**src/rtl/reset_sequencer_pkg.sv**
```systemverilog
// Shared types and helpers for the ordered reset-release sequencer.
package reset_sequencer_pkg;

    // Sequencer FSM states.
    typedef enum logic [2:0] {
        ST_ASSERT,
        ST_HOLD,
        ST_WAIT_DONE,
        ST_READY,
        ST_FAULT
    } seq_state_t;

    // Convert a duration in ns to whole clock cycles, never less than one.
    function automatic int unsigned cycles_of(input int unsigned ns, input int unsigned period);
        int unsigned c;
        c = ns / period;
        return (c < 1) ? 1 : c;
    endfunction

endpackage

```
**src/rtl/sync_level.sv**
```systemverilog
// Two-flop level synchronizer for quasi-static asynchronous inputs.
module sync_level
    import reset_sequencer_pkg::*;
#(
    parameter int unsigned WIDTH = 1
) (
    input  logic             clk,
    input  logic             rst_n,
    input  logic [WIDTH-1:0] d,
    output logic [WIDTH-1:0] q
);

    (* ASYNC_REG = "TRUE" *) logic [WIDTH-1:0] meta;
    (* ASYNC_REG = "TRUE" *) logic [WIDTH-1:0] sync;

    // Two back-to-back flops resolve metastability before use.
    always_ff @(posedge clk or negedge rst_n) begin
        if (!rst_n) begin
            meta <= '0;
            sync <= '0;
        end else begin
            meta <= d;
            sync <= meta;
        end
    end

    assign q = sync;

endmodule

```
**src/rtl/reset_sequencer.sv**
```systemverilog
// Releases downstream stage resets one at a time, waiting for each stage's
// done before moving on; retries a stage on timeout and latches a fault when
// the retries are exhausted.
module reset_sequencer
    import reset_sequencer_pkg::*;
#(
    parameter  int unsigned NUM_STAGES      = 3,
    parameter  int unsigned CLK_PERIOD_NS   = 10,
    parameter  int unsigned STAGE_HOLD_NS   = 1000,
    parameter  int unsigned DONE_TIMEOUT_NS = 1000000,
    parameter  int unsigned MAX_RETRY       = 2,
    localparam int unsigned IDX_W           = (NUM_STAGES > 1) ? $clog2(NUM_STAGES) : 1
) (
    input  logic                  clk,
    input  logic                  rst_n,
    input  logic                  sys_reset_in,
    input  logic [NUM_STAGES-1:0] stage_done_in,
    output logic [NUM_STAGES-1:0] stage_reset_out,
    output logic                  all_ready_out,
    output logic                  fault_out,
    output logic [IDX_W-1:0]      fault_stage_out
);

    localparam int unsigned HOLD_CYCLES    = cycles_of(STAGE_HOLD_NS, CLK_PERIOD_NS);
    localparam int unsigned TIMEOUT_CYCLES = cycles_of(DONE_TIMEOUT_NS, CLK_PERIOD_NS);
    localparam int unsigned HOLD_W         = $clog2(HOLD_CYCLES + 1);
    localparam int unsigned TMO_W          = $clog2(TIMEOUT_CYCLES + 1);
    localparam int unsigned RETRY_W        = (MAX_RETRY > 0) ? $clog2(MAX_RETRY + 1) : 1;

    localparam logic [HOLD_W-1:0]  HOLD_LOAD = HOLD_W'(HOLD_CYCLES);
    // Timeout is loaded one short so that expiry at zero lands on the last
    // of exactly TIMEOUT_CYCLES WAIT_DONE cycles.
    localparam logic [TMO_W-1:0]   TMO_LOAD  = TMO_W'(TIMEOUT_CYCLES - 1);
    localparam logic [IDX_W-1:0]   LAST_IDX  = IDX_W'(NUM_STAGES - 1);
    localparam logic [RETRY_W-1:0] RETRY_MAX = RETRY_W'(MAX_RETRY);

    seq_state_t state, state_next;

    logic [NUM_STAGES-1:0] done_s;
    logic [IDX_W-1:0]      idx, idx_next;
    logic [RETRY_W-1:0]    retry, retry_next;
    logic [HOLD_W-1:0]     hold_cnt, hold_next;
    logic [TMO_W-1:0]      tmo_cnt, tmo_next;
    logic [NUM_STAGES-1:0] resets_next;
    logic                  ready_next;
    logic                  fault_next;
    logic [IDX_W-1:0]      fstage_next;

    logic done_cur;
    logic last_stage;
    logic hold_zero;
    logic tmo_zero;
    logic retry_left;
    logic done_lost;

    sync_level #(
        .WIDTH(NUM_STAGES)
    ) u_done_sync (
        .clk  (clk),
        .rst_n(rst_n),
        .d    (stage_done_in),
        .q    (done_s)
    );

    assign done_cur   = done_s[idx];
    assign last_stage = (idx == LAST_IDX);
    assign hold_zero  = (hold_cnt == '0);
    assign tmo_zero   = (tmo_cnt == '0);
    assign retry_left = (retry < RETRY_MAX);
    assign done_lost  = ~&done_s;

    // State, counters and registered outputs.
    always_ff @(posedge clk or negedge rst_n) begin
        if (!rst_n) begin
            state           <= ST_ASSERT;
            idx             <= '0;
            retry           <= '0;
            hold_cnt        <= '0;
            tmo_cnt         <= '0;
            stage_reset_out <= '1;
            all_ready_out   <= 1'b0;
            fault_out       <= 1'b0;
            fault_stage_out <= '0;
        end else begin
            state           <= state_next;
            idx             <= idx_next;
            retry           <= retry_next;
            hold_cnt        <= hold_next;
            tmo_cnt         <= tmo_next;
            stage_reset_out <= resets_next;
            all_ready_out   <= ready_next;
            fault_out       <= fault_next;
            fault_stage_out <= fstage_next;
        end
    end

    // Next-state selection; sys_reset_in overrides every transition.
    always_comb begin
        state_next = state;
        if (sys_reset_in) begin
            state_next = ST_ASSERT;
        end else begin
            case (state)
                ST_ASSERT:    state_next = ST_HOLD;
                ST_HOLD:      if (hold_zero) state_next = ST_WAIT_DONE;
                ST_WAIT_DONE: begin
                    if (done_cur) begin
                        state_next = last_stage ? ST_READY : ST_HOLD;
                    end else if (tmo_zero) begin
                        state_next = retry_left ? ST_HOLD : ST_FAULT;
                    end
                end
                ST_READY:     if (done_lost) state_next = ST_HOLD;
                ST_FAULT:     state_next = ST_FAULT;
                default:      state_next = ST_ASSERT;
            endcase
        end
    end

    // Next values for counters, stage index and the registered outputs.
    always_comb begin
        idx_next    = idx;
        retry_next  = retry;
        hold_next   = hold_cnt;
        tmo_next    = tmo_cnt;
        resets_next = stage_reset_out;
        ready_next  = all_ready_out;
        fault_next  = fault_out;
        fstage_next = fault_stage_out;
        if (sys_reset_in) begin
            idx_next    = '0;
            retry_next  = '0;
            resets_next = '1;
            ready_next  = 1'b0;
            fault_next  = 1'b0;
            fstage_next = '0;
        end else begin
            case (state)
                ST_ASSERT: hold_next = HOLD_LOAD;
                ST_HOLD: begin
                    if (hold_zero) begin
                        resets_next[idx] = 1'b0;
                        tmo_next         = TMO_LOAD;
                    end else begin
                        hold_next = hold_cnt - 1'b1;
                    end
                end
                ST_WAIT_DONE: begin
                    if (done_cur) begin
                        if (last_stage) begin
                            ready_next = 1'b1;
                        end else begin
                            idx_next   = idx + 1'b1;
                            retry_next = '0;
                            hold_next  = HOLD_LOAD;
                        end
                    end else if (tmo_zero) begin
                        resets_next[idx] = 1'b1;
                        if (retry_left) begin
                            retry_next = retry + 1'b1;
                            hold_next  = HOLD_LOAD;
                        end else begin
                            fault_next  = 1'b1;
                            fstage_next = idx;
                        end
                    end else begin
                        tmo_next = tmo_cnt - 1'b1;
                    end
                end
                ST_READY: begin
                    if (done_lost) begin
                        resets_next = '1;
                        ready_next  = 1'b0;
                        idx_next    = '0;
                        retry_next  = '0;
                        hold_next   = HOLD_LOAD;
                    end
                end
                default: ;
            endcase
        end
    end

endmodule

```
**config.mk**
```make
export PLATFORM = sky130hd
export DESIGN_NAME = reset_sequencer
export DESIGN_NICKNAME = d
export VERILOG_FILES = /design/src/rtl/reset_sequencer_pkg.sv /design/src/rtl/sync_level.sv /design/src/rtl/reset_sequencer.sv
export SDC_FILE = /design/constraint.sdc
export NUM_CORES = 1
export LEC_CHECK = 0
export ABC_AREA = 1
export BUFFER_PORTS_ARGS = -buffer_cell sky130_fd_sc_hd__clkbuf_2
export CAP_MARGIN = 20
export CELL_PAD_IN_SITES_DETAIL_PLACEMENT = 0
export CELL_PAD_IN_SITES_GLOBAL_PLACEMENT = 1
export CORE_ASPECT_RATIO = 0.9
export CORE_MARGIN = 2
export CORE_UTILIZATION = 40
export CTS_CLUSTER_DIAMETER = 200
export DETAILED_ROUTE_END_ITERATION = 6
export PLACE_DENSITY_LB_ADDON = 0.1
export REMOVE_ABC_BUFFERS = 1
export SETUP_SLACK_MARGIN = 0.3
export SYNTH_ARGS = -nofsm -noshare
export SYNTH_HDL_FRONTEND = slang
export SYNTH_HIERARCHICAL = 1
export SYNTH_SLANG_ARGS = --single-unit
```
**constraint.sdc**
```tcl
create_clock -name clk -period 2.1 [get_ports clk]
set_input_delay 0.42 -clock clk [delete_from_list [all_inputs] [get_ports clk]]
set_output_delay 0.42 -clock clk [all_outputs]
set_load 0.01 [all_outputs]
```
## Yosys cells after proc, flatten, opt, wreduce, memory -nomap -nowiden

Cells that the tools add are included.

| operators by class | value |
|---|---|
| mux-type cells | 55 |
| bitwise operators | 4 |
| magnitude comparators | 3 |
| add/subtract/negate cells | 4 |
| equality and inequality tests | 25 |
| reduce and logical (&&, ||, !) cells | 19 |

Operators with widths:

| kind | number |
|---|---|
| 17-bit 2-to-1 mux | 3 |
| 7-bit 2-to-1 mux | 6 |
| 17-bit case mux with 2 select lines | 1 |
| 3-bit 2-to-1 mux | 11 |
| 2-bit 2-to-1 mux | 15 |
| 3-bit inequality test (second input constant) | 10 |
| 7-bit case mux with 4 select lines | 1 |
| 17-bit logical NOT | 1 |
| 17-bit by 1-bit subtractor with 17-bit output (second input constant) | 1 |
| 3-bit case mux with 5 select lines | 1 |
| 5-bit AND reduction | 3 |
| 2-bit inequality test (second input constant) | 7 |
| 4-bit inequality test (second input constant) | 3 |
| 4-bit AND reduction | 3 |
| 1-bit 2-to-1 mux | 11 |
| 3-bit case mux with 3 select lines | 1 |
| 2-bit case mux with 2 select lines | 2 |
| 4-bit nonzero test | 2 |
| 7-bit logical NOT | 1 |
| 7-bit AND reduction | 1 |
| 7-bit by 1-bit subtractor with 7-bit output (second input constant) | 1 |
| 3-bit by 2-bit equality test with 1-bit output (second input constant) | 2 |
| 3-bit AND reduction | 2 |
| 2-bit nonzero test | 3 |
| 17 further kinds | 18 |

| word-level totals | value |
|---|---|
| register bits | 44 |
| input bits | 6 |
| logic and storage cells | 121 |
| output and inout port bits | 7 |

## Depth between registers and ports, before layout

| depth | value |
|---|---|
| word-level depth | 9 |
| gate-level depth with buffers | 11 |
| gate-level depth less buffers | 11 |

## By module

Netlist, hierarchy kept.

Modules (own cells, without submodules):

| module | cells an instance | sequential area each (µm²) | area each (µm²) | instances |
|---|---|---|---|---|
| reset_sequencer | 379 | 954.7 | 2612.5 | 1 |
| sync_level | 6 | 150.1 | 150.1 | 1 |

## Worst setup path after synthesis

Ideal clock, no wire load.

| path | value |
|---|---|
| path kind | reg-to-reg |
| start | register tmo_cnt[0] |
| end | register tmo_cnt[16] |
| path buffers | 0 |
| path slack | 616 ps |
| setup time | 117 ps |
| stages on the path, launching flop included | 12 |
| clock period less this slack | 1484 ps |
| arrival time | 1367 ps |
| data required time | 1983 ps |
| cell sequence | dfrtp_1 inv_1 ha_1 nand3_1 nor2_1 nand2_2 nand2_1 nand2_1 nand2_4 clkinv_1 nand2_1 nand2_1 |

| between the ends | value |
|---|---|
| cells in the longest elaborated chain, start to end | 4 |
| elaborated cells between the ends (all ways) | 7 |
| classes of those cells | 1 x add/sub; 1 x eq/ne; 3 x mux; 2 x reduce/logical |

Ends and longest elaborated chain:

| what | line | RTL |
|---|---|---|
| from (decl) | reset_sequencer.sv:43 | `logic [TMO_W-1:0] tmo_cnt, tmo_next;` |
| from (signal assigned) | reset_sequencer.sv:89 | `tmo_cnt <= tmo_next;` |
| 17-bit by 1-bit subtractor with 17-bit output | reset_sequencer.sv:167 | `tmo_next = tmo_cnt - 1'b1;` |
| 17-bit 2-to-1 mux | reset_sequencer.sv:157 | `end else if (tmo_zero) begin` |
| 17-bit 2-to-1 mux | reset_sequencer.sv:149 | `if (done_cur) begin` |
| 17-bit case mux with 2 select lines | reset_sequencer.sv:138 | `case (state)` |

Parallel ways exist; a longest one is shown, timed or not. The select of a mux whose other input is x is not followed.
A chain may end at the register's enable or synchronous reset.

## Worst setup path after layout

| path | value |
|---|---|
| start | register tmo_cnt[0] |
| end | register tmo_cnt[8] |

The elaborated chain is that of the path after synthesis.

==> flow_metrics.env <==
export IMPL_ant_nets=0
export IMPL_cp_required_ns=2.33
export IMPL_arrival_ns=1.92
export IMPL_dieWidth_um=91.60
export IMPL_period_needed_ns=1.687
export IMPL_gr_total_overflow=0
export IMPL_ctsRootBufferMaster="clkbuf_8"
export IMPL_row_count=28
export IMPL_io_buffers=12
export IMPL_synthDistinctLibCells=31
export IMPL_chipHeight_um=82.84
export IMPL_maxCapViolCount=0
export IMPL_worst_slack_ns=0.4127
export IMPL_p_seq_frac=0.351
export IMPL_place_ws_ns=0.2500
export IMPL_stdcell_area_um2=3152
export IMPL_synth_edf_count=0
export IMPL_ys_warn_count=6
export IMPL_cp_max_fo=15
export IMPL_drv_slew=0
export IMPL_switching_share=0.4499
export IMPL_slew_headroom=0.6751
export IMPL_drc=0
export IMPL_synth_area_leaders="dfrtp_1, nand2_1, nand3_1"
export IMPL_status="finished clean"
export IMPL_gp_congestion=0.8102
export IMPL_wirelength_mm=6.730
export IMPL_syn_inst=385
export IMPL_setup_viol=0
export IMPL_async_flop_share=1.000
export IMPL_synth_xor_area_share=0.01585
export IMPL_worstSetupPathType="flip-flop to flip-flop"
export IMPL_drt_iter0_drc=132
export IMPL_antenna_found_initial=0
export IMPL_yosysTopAreaCell="dfrtp_1"
export IMPL_internal_power_mw=2.136
export IMPL_power_frac_clock=0.168
export IMPL_holdWs_ns=0.005011
export IMPL_clkTransAtPathRegs_ns=0.09
export IMPL_min_period_over_period=0.8035
export IMPL_start_util=0.4172
export IMPL_synth_top_area_frac=0.3714
export IMPL_pwr_share_comb=0.481
export IMPL_setup_tns_ns=0
export IMPL_clk_latency_ns=0.30
export IMPL_synthAdderAreaFrac=0.03170
export IMPL_regToRegStartpoint="tmo_cnt[0]"
export IMPL_skew_ns=0.009494
export IMPL_rsz0062_at_grt="true"
export IMPL_ios=13
export IMPL_hold_viol=0
export IMPL_fillerInstances=672
export IMPL_ys_flop_type="dfrtp_1"
export IMPL_cellLeakagePower_nw=1.605
export IMPL_fp_coreArea_um2=6621
export IMPL_area_growth_pct=14.09
export IMPL_start_kind="flip-flop"
export IMPL_nets=424
export IMPL_cts_path_max_buffers=2
export IMPL_grt_max_degree=18
export IMPL_post_drt_wl_per_cell_um=13.41
export IMPL_synth_compound_area_frac=0.09194
export IMPL_n_antenna_cell=0
export IMPL_grt_pass1_vias=2306
export IMPL_seq_area_frac_synth=0.3999
export IMPL_fmax_mhz=592.7
export IMPL_cellPowerDensity_nw_per_um2=1232
export IMPL_dp_hpwl_mm=5.135
export IMPL_cts_buffers=5
export IMPL_synthMuxAreaShare=0
export IMPL_cts_max_level=2
export IMPL_ys_ff_latch=44
export IMPL_via_per_inst=4.906
export IMPL_hp_class="input pin to async pin"
export IMPL_worstSetupStartpoint="tmo_cnt[0]"
export IMPL_place_area_um2=2968
export IMPL_synthSimpleGateAreaFrac=0.3863
export IMPL_power_switching_mw=1.747
export IMPL_worst_slew_pin_slew_ns=0.4856
export IMPL_drtPass1Iterations=4
export IMPL_vias=2463
export IMPL_dieArea_um2=7588
export IMPL_cts_sinks=44
export IMPL_grt_util_all_layers=0.1911
export IMPL_drive_gt1_frac=0.1966
export IMPL_mappedNetlistArea_um2=2763
export IMPL_synth_top_family_by_area="simple AND/OR/NAND/NOR gates"
export IMPL_end_kind="flip-flop"
export IMPL_peakVddDrop_uv=522.3
export IMPL_syn_avg_cell_area_um2=7.176
export IMPL_tritoncts="done"
export IMPL_grt_pass1_wl_mm=11.52
==> state kept, by name, indices dropped and copies added (netlist names) <==
signal / flops
all_ready_out: 1
fault_out: 1
fault_stage_out: 2
hold_cnt: 7
idx: 2
retry: 2
stage_reset_out: 3
state: 3
tmo_cnt: 17
u_done_sync/meta: 3
u_done_sync/q: 3
==> metrics by stage <==
stage	cells	power, mW	utilization
6_report	502	3.882	0.4760
5_1_grt	502	4.255	0.4760
4_1_cts	498	3.805	0.4647
3_5_place_dp	490	3.142	0.4482
3_3_place_gp	490	3.133	0.4482
2_1_floorplan	381	2.627	-
==> final timing paths <==
path                                  endpoint  slack (ns)  depth (start not counted)
max                                 tmo_cnt[8]        0.41                         11
min                                 tmo_cnt[3]       0.005                          1
max reg2reg                         tmo_cnt[8]        0.41                         11
min reg2reg                   u_done_sync/q[2]        0.36                          0
max in group asynchronous   stage_reset_out[2]        1.47                          2
min in group clk           u_done_sync/meta[1]        0.22                          1
==> worst max-delay path: stages (launching register included) <==
cell	delay, ns
dfrtp_1	0.41
inv_1	0.11
ha_1	0.17
nand3_1	0.09
nor2_1	0.13
nand2_2	0.13
nand2_1	0.09
nand2_1	0.08
nand2_4	0.12
buf_12	0.16
nand2_1	0.07
o21ai_2	0.05
==> Yosys cell counts (4+ instances only) <==
cell type	count
dfrtp_1	41
nand2_2	5
nor3_1	5
nor2_1	45
o21ai_0	13
inv_2	4
inv_1	41
a21oi_1	6
ha_1	7
xor2_1	4
nand3_1	43
nor2_2	6
o21ai_2	11
nand2_1	116
nand4_1	10
==> cell families after synthesis <==
family,count (synthesis)
flops,44
buf+inv,50
compound gates,39
xor+xnor,5
simple gates,240
fa+ha+maj,7
==> power groups by stage <==
stage	Sequential (mW)	Clock [mW]	Combinational (mW)
after CTS	1.35	0.666	1.79
final	1.36	0.653	1.87
after global routing	1.40	0.701	2.15
after floorplan	1.32	0	1.31
after global placement	1.37	0	1.77
after detailed placement	1.37	0	1.77
==> per-layer routing <==
metal  vias to the layer above  share of wire  track usage
met5                         -              0            0
met4                         0         0.0082      0.04132
met3                         4          0.036      0.03721
met2                        40           0.42       0.2620
met1                      1133           0.53       0.3070
li1                       1286              -            -
==> cells in the final DEF (no fill, tap or decap), types with 2 or more instances in the layout <==
master / netlist / routed
buf_12: 0 / 2
o21ai_2: 11 / 12
inv_2: 4 / 7
nor2_1: 45 / 44
nand3_2: 2 / 4
dfstp_2: 3 / 3
nor2_2: 6 / 7
nor2_4: 3 / 3
a21oi_2: 3 / 3
nor3_1: 5 / 5
or2_2: 2 / 2
nand2_2: 5 / 6
xor2_1: 4 / 4
a21oi_1: 6 / 6
nand3_1: 43 / 40
nand4_1: 10 / 10
clkbuf_8: 0 / 5
nand2_1: 116 / 115
dfrtp_1: 41 / 40
ha_1: 7 / 7
clkinv_2: 0 / 2
clkbuf_2: 0 / 12
o21ai_0: 13 / 13
o21ai_1: 3 / 2
inv_1: 41 / 38
buf_4: 0 / 9
==> layout make-up <==
cell class              count  area, µm²  area share
multi-input cells         291       1484      0.4708
flip-flops and latches     44       1106      0.3509
inverters                  46      173.9     0.05518
repair buffers             23      167.7     0.05320
well taps                  90      112.6     0.03573
clock buffers               6      72.57     0.02303
clock inverters             2      35.03     0.01112
==> timing repair <==
action / 4_1_cts / 5_1_grt
buffers inserted: 0 / 4
setup endpoints to repair: 5 / 37
cloned: 0 / 0
pin swaps: 0 / 3
gates resized for setup: 1 / 11
hold buffers: 0 / 0
No activity file was read; power rests on OpenSTA's default activity.
